File: src/rtl/led_band_fetch.sv
// Address sequencer and read-data collector for the LED band column memory.
// Optional LED_FETCH_OVERRUN_CNT_EN adds overrun_cnt, a saturating count of ignored angle ticks.
module led_band_fetch #(
  parameter int unsigned CURRENT_LED_WIDTH = 4,
  parameter int unsigned MULT_NUMBER       = 4,
  parameter int unsigned DATA_WIDTH        = 8,
  parameter int unsigned RD_LATENCY        = 1,
  parameter int unsigned FIFO_DEPTH        = 4
) (
  input  logic                         clk,
  input  logic                         rst,
  input  logic                         angle_tick,
  input  logic [5:0]                   angle_in,
  output logic [CURRENT_LED_WIDTH-1:0] current_led,
  output logic [MULT_NUMBER-1:0]       mult,
  output logic [1:0]                   color,
  output logic [5:0]                   angle,
  input  logic [DATA_WIDTH-1:0]        r_data,
  output logic [DATA_WIDTH-1:0]        px_data,
  output logic                         px_last,
  output logic                         px_valid,
  input  logic                         px_ready,
  output logic                         busy,
  output logic                         overrun
`ifdef LED_FETCH_OVERRUN_CNT_EN
  ,
  output logic [7:0]                   overrun_cnt
`endif
);

  localparam int unsigned PTR_W   = (FIFO_DEPTH > 1) ? $clog2(FIFO_DEPTH) : 1;
  localparam int unsigned CNT_W   = $clog2(FIFO_DEPTH + 1);
  localparam int unsigned SUM_W   = CNT_W + 1;
  localparam int unsigned ENTRY_W = DATA_WIDTH + 1;
  localparam logic [CURRENT_LED_WIDTH-1:0] LED_MAX = {CURRENT_LED_WIDTH{1'b1}};

  typedef enum logic {ST_IDLE, ST_FETCH} state_e;

  state_e                         state_q;
  logic [CURRENT_LED_WIDTH-1:0]   led_q;
  logic [MULT_NUMBER-1:0]         mult_q;
  logic [1:0]                     color_q;
  logic [5:0]                     angle_q;
  logic                           busy_q;
  logic                           overrun_q;

  logic [RD_LATENCY-1:0]          pipe_vld_q, pipe_vld_d;
  logic [RD_LATENCY-1:0]          pipe_last_q, pipe_last_d;

  logic [ENTRY_W-1:0]             fifo_mem_q [FIFO_DEPTH];
  logic [PTR_W-1:0]               wr_ptr_q, rd_ptr_q;
  logic [CNT_W-1:0]               fifo_cnt_q, fifo_cnt_d;

  logic                           accept_c, last_field_c, credit_ok_c, issue_c;
  logic                           exit_vld_c, exit_last_c, fifo_empty_c;
  logic                           push_c, pop_c, fetch_next_c;
  logic [SUM_W-1:0]               inflight_c;
  logic [ENTRY_W-1:0]             head_c;

  function automatic logic [PTR_W-1:0] ptr_inc(input logic [PTR_W-1:0] p);
    return (p == PTR_W'(FIFO_DEPTH - 1)) ? '0 : p + PTR_W'(1);
  endfunction

  assign accept_c     = angle_tick & ~busy_q;
  assign last_field_c = (color_q == 2'd2) & (led_q == LED_MAX) & mult_q[MULT_NUMBER-1];

  // Reads already issued but not yet landed in the FIFO.
  always_comb begin
    inflight_c = '0;
    for (int unsigned i = 0; i < RD_LATENCY; i++) begin
      inflight_c = inflight_c + SUM_W'(pipe_vld_q[i]);
    end
  end

  assign credit_ok_c  = (SUM_W'(fifo_cnt_q) + inflight_c) < SUM_W'(FIFO_DEPTH);
  assign issue_c      = (state_q == ST_FETCH) & credit_ok_c;
  assign fetch_next_c = (state_q == ST_IDLE) ? accept_c : ~(issue_c & last_field_c);

  assign exit_vld_c   = pipe_vld_q[RD_LATENCY-1];
  assign exit_last_c  = pipe_last_q[RD_LATENCY-1];

  // Tag pipeline marks which cycles carry requested read data.
  always_comb begin
    pipe_vld_d     = '0;
    pipe_last_d    = '0;
    pipe_vld_d[0]  = issue_c;
    pipe_last_d[0] = issue_c & last_field_c;
    for (int unsigned i = 1; i < RD_LATENCY; i++) begin
      pipe_vld_d[i]  = pipe_vld_q[i-1];
      pipe_last_d[i] = pipe_last_q[i-1];
    end
  end

  // First-word fall-through: an arriving word is visible the cycle it lands.
  assign fifo_empty_c = (fifo_cnt_q == '0);
  assign head_c       = fifo_mem_q[rd_ptr_q];
  assign px_valid     = ~fifo_empty_c | exit_vld_c;
  assign px_data      = ~fifo_empty_c ? head_c[DATA_WIDTH-1:0] :
                        (exit_vld_c ? r_data : '0);
  assign px_last      = ~fifo_empty_c ? head_c[DATA_WIDTH] : (exit_vld_c & exit_last_c);

  assign push_c = exit_vld_c;
  assign pop_c  = px_valid & px_ready;

  always_comb begin
    fifo_cnt_d = fifo_cnt_q;
    case ({push_c, pop_c})
      2'b10:   fifo_cnt_d = fifo_cnt_q + CNT_W'(1);
      2'b01:   fifo_cnt_d = fifo_cnt_q - CNT_W'(1);
      default: fifo_cnt_d = fifo_cnt_q;
    endcase
  end

  always_ff @(posedge clk or posedge rst) begin
    if (rst) begin
      state_q     <= ST_IDLE;
      led_q       <= '0;
      mult_q      <= MULT_NUMBER'(1);
      color_q     <= '0;
      angle_q     <= '0;
      busy_q      <= 1'b0;
      overrun_q   <= 1'b0;
      pipe_vld_q  <= '0;
      pipe_last_q <= '0;
      wr_ptr_q    <= '0;
      rd_ptr_q    <= '0;
      fifo_cnt_q  <= '0;
      for (int unsigned i = 0; i < FIFO_DEPTH; i++) begin
        fifo_mem_q[i] <= '0;
      end
    end else begin
      pipe_vld_q  <= pipe_vld_d;
      pipe_last_q <= pipe_last_d;
      fifo_cnt_q  <= fifo_cnt_d;
      busy_q      <= fetch_next_c | (fifo_cnt_d != '0) | (|pipe_vld_d);
      overrun_q   <= overrun_q | (angle_tick & busy_q);

      if (push_c) begin
        fifo_mem_q[wr_ptr_q] <= {exit_last_c, r_data};
        wr_ptr_q             <= ptr_inc(wr_ptr_q);
      end
      if (pop_c) begin
        rd_ptr_q <= ptr_inc(rd_ptr_q);
      end

      case (state_q)
        ST_IDLE: begin
          if (accept_c) begin
            angle_q <= angle_in;
            state_q <= ST_FETCH;
          end
        end
        ST_FETCH: begin
          // Colour fastest, then LED, then band; everything wraps after the last issue.
          if (issue_c) begin
            if (color_q == 2'd2) begin
              color_q <= '0;
              if (led_q == LED_MAX) begin
                led_q  <= '0;
                mult_q <= {mult_q[MULT_NUMBER-2:0], mult_q[MULT_NUMBER-1]};
              end else begin
                led_q <= led_q + CURRENT_LED_WIDTH'(1);
              end
            end else begin
              color_q <= color_q + 2'd1;
            end
            if (last_field_c) begin
              state_q <= ST_IDLE;
            end
          end
        end
        default: state_q <= ST_IDLE;
      endcase
    end
  end

  assign current_led = led_q;
  assign mult        = mult_q;
  assign color       = color_q;
  assign angle       = angle_q;
  assign busy        = busy_q;
  assign overrun     = overrun_q;

`ifdef LED_FETCH_OVERRUN_CNT_EN
  logic [7:0] overrun_cnt_q;

  always_ff @(posedge clk or posedge rst) begin
    if (rst) begin
      overrun_cnt_q <= '0;
    end else if (angle_tick && busy_q && (overrun_cnt_q != 8'hFF)) begin
      overrun_cnt_q <= overrun_cnt_q + 8'd1;
    end
  end

  assign overrun_cnt = overrun_cnt_q;
`endif

endmodule

File: config.mk
export PLATFORM = sky130hd
export DESIGN_NAME = led_band_fetch
export DESIGN_NICKNAME = d
export VERILOG_FILES = /design/src/rtl/led_band_fetch.sv
export SDC_FILE = /design/constraint.sdc
export NUM_CORES = 1
export LEC_CHECK = 0
export CORE_MARGIN = 3
export CORE_UTILIZATION = 35
export DETAILED_ROUTE_END_ITERATION = 8
export PLACE_DENSITY = 0.55
export SLEW_MARGIN = 20
export SYNTH_ARGS = -nofsm -noshare
export SYNTH_HDL_FRONTEND = slang
export SYNTH_SLANG_ARGS = --single-unit
export TNS_END_PERCENT = 1
File: constraint.sdc
create_clock -name clk -period 3.1 [get_ports clk]
set_input_delay 0.31 -clock clk [delete_from_list [all_inputs] [get_ports clk]]
set_output_delay 0.31 -clock clk [all_outputs]
set_load 0.03 [all_outputs]
==> impl_metrics.env <==
export IMPL_cts_resized=0
export IMPL_ir_drop_mv=0.4204
export IMPL_synth_top_cell_area_share=0.5394
export IMPL_max_freq_mhz=360.1
export IMPL_clk_latency_ps=330
export IMPL_first_pass_iters=4
export IMPL_cts_hold_buf=0
export IMPL_p_total_mw=3.958
export IMPL_finalClockSkew_ps=5.097
export IMPL_ant_nets=0
export IMPL_clock_root_buffer="clkbuf_8"
export IMPL_drc_errors=0
export IMPL_multi_input_area_sq_mm=0.001264
export IMPL_via_per_inst=4.912
export IMPL_finalSetupTns_ps=0
export IMPL_maxSlewHeadroom=0.5449
export IMPL_die_area_sq_mm=0.009484
export IMPL_hold_path_class="in -> async"
export IMPL_place_inst=362
export IMPL_period_share=0.8959
export IMPL_post_cts_buffers=0
export IMPL_place_congestion=0.7308
export IMPL_num_vias=1847
export IMPL_synth_top_area_cell="dfrtp_1"
export IMPL_netlist_top_cells_count="63 x dfrtp_1, 49 x mux2_2, 27 x nand2_1, 13 x o21ai_0, 9 x mux4_2"
export IMPL_syn_to_final_growth_pct=25.43
export IMPL_portBuffers=45
export IMPL_clk_pin_slew_ps=60
export IMPL_critPathCaptureType="output port"
export IMPL_timing_final_max_slew_violations=0
export IMPL_rsz0062_at_grt="false"
export IMPL_initialDrtViolationCount=28
export IMPL_drive_gt1_frac=0.2993
export IMPL_critPathLaunchType="flip-flop"
export IMPL_boundaryPins=46
export IMPL_initial_core_util=0.3687
export IMPL_synth_edf_count=0
export IMPL_syn_area_per_cell_sq_um=13.53
export IMPL_synth_most_common_cell="dfrtp_1"
export IMPL_cts_buffers=9
export IMPL_fin_cells=376
export IMPL_grt_max_degree=31
export IMPL_synth_cell_types=32
export IMPL_postSynthCellCount=216
export IMPL_r2r_cells=9
export IMPL_synthTopCellsByArea="dfrtp_1 54%, mux2_2 19%, mux4_2 6.9%, nand2_1 3.5%, ha_1 3.0%"
export IMPL_clockBufferDepth=2
export IMPL_critPathMaxFanout=11
export IMPL_yosysSeqAreaShare=0.5484
export IMPL_diodes=0
export IMPL_crit_required_ps=2790
export IMPL_grt_pass1_wl_um=10070
export IMPL_wire_per_inst_um=15.55
export IMPL_synth_area_sq_mm=0.002923
export IMPL_grt_pass1_vias=1993
export IMPL_routed_wl_um=5846
export IMPL_cts_tree="done"
export IMPL_crit_type="reg -> out"
export IMPL_grt_usage=0.1352
export IMPL_antenna_found_initial=0
export IMPL_grt_overflow=0
export IMPL_period_minus_slack_ps=2777
export IMPL_p_leak_nw=1.562
export IMPL_synth_seq_cells=64
export IMPL_ys_async_sr_fraction=1.000
export IMPL_tightest_slew_ps=682.7
export IMPL_finalSetupViolCount=0
export IMPL_syn_num_nets=242
export IMPL_finalHoldViolCount=0
export IMPL_yosysWarnings=0
export IMPL_n_fill_cell=756
export IMPL_outcome="completed"
export IMPL_ff_latch_area_sq_mm=0.001603
export IMPL_synth_ff_type="dfrtp_1"
export IMPL_dpl_hpwl_um=3978
export IMPL_arrival_ps=2470
export IMPL_die_h_um=97.39
export IMPL_die_x_um=97.39
export IMPL_cts_max_level=3
export IMPL_rows=32
export IMPL_max_cap_viol_count=0
export IMPL_core_sq_mm=0.007928
export IMPL_cts_sinks=64
export IMPL_nNetsFinal=297
export IMPL_powerDensity_mw_per_mm2=1080
sequential cells by signal, summed over array words and instances, names as in the netlist, 2 cells and up:
register     count
angle            6
color            2
current_led      4
fifo_cnt_q       3
fifo_mem_q      36
mult             4
rd_ptr_q         2
wr_ptr_q         2
worst paths after layout:
kind	startpoint	endpoint	slack [ps]
worst max-delay path	rd_ptr_q[1]	px_data[2]	320
worst min-delay path	rst	angle[2]	390
worst max register to register	fifo_cnt_q[1]	busy	390
worst min register to register	overrun	overrun	460
max in group asynchronous	rst	fifo_mem_q[3]	1970
min in group clk	overrun	overrun	460
layout make-up:
cell class,instances,area share
Inverter,8,0.008191
Multi-Input combinational cell,138,0.3447
Clock inverter,1,0.001365
Timing Repair Buffer,50,0.1331
Tap cell,102,0.03481
Sequential cell,64,0.4372
Clock buffer,13,0.04061
kinds of logic after synthesis:
logic type      after synthesis  synth area share
flops                        64            0.5484
mux                          58            0.2581
simple gates                 48           0.08305
compound gates               19           0.03938
buf+inv                      14           0.01926
fa+ha+maj                     8           0.03681
xor+xnor                      5           0.01498
per-layer routing:
layer / vias to the layer above / share of wire / global-route usage
met5: - / 0 / 0
met4: 0 / 0.018 / 0.05751
li1: 876 / - / -
met3: 10 / 0.049 / 0.03948
met1: 919 / 0.48 / 0.1827
met2: 42 / 0.45 / 0.2030
per-stage QoR:
step / hold slack, ps / worst slack, ps / utilization / instance area (sq um)
2_1_floorplan: 426.9 / 545.9 / - / 2923
3_5_place_dp: 453.9 / 380.7 / 0.4430 / 3512
4_1_cts: 400.9 / 320.3 / 0.4624 / 3666
5_1_grt: 425.5 / 215.0 / 0.4624 / 3666
3_3_place_gp: 441.0 / 438.7 / 0.4430 / 3512
6_report: 386.6 / 322.9 / 0.4624 / 3666
power breakdown:
| group | internal, mW | total [mW] | switching (mW) |
|---|---|---|---|
| Combinational | 0.978 | 1.90 | 0.925 |
| Clock | 0.303 | 0.591 | 0.288 |
| Sequential | 1.19 | 1.46 | 0.276 |
| Total | 2.47 | 3.96 | 1.49 |
critical path, cell delays in order (launching register included):
cell and delay (ps):
dfrtp_1 780, mux4_2 580, nand2_1 70, o21ai_0 90, clkdlybuf4s50_1 610
placed cells by master, fill, tap and decap left out, drive strengths merged, types with 2 or more instances in the layout:
cell	count
dfrtp	63
mux2	49
clkdlybuf4s50	45
nand2	28
o21ai	14
clkbuf	13
mux4	9
inv	8
ha	7
nand3	5
buf	5
nor2	4
xnor2	4
a21o	3
nor3	3
or3	2
No activity file was read; power rests on OpenSTA's default activity.
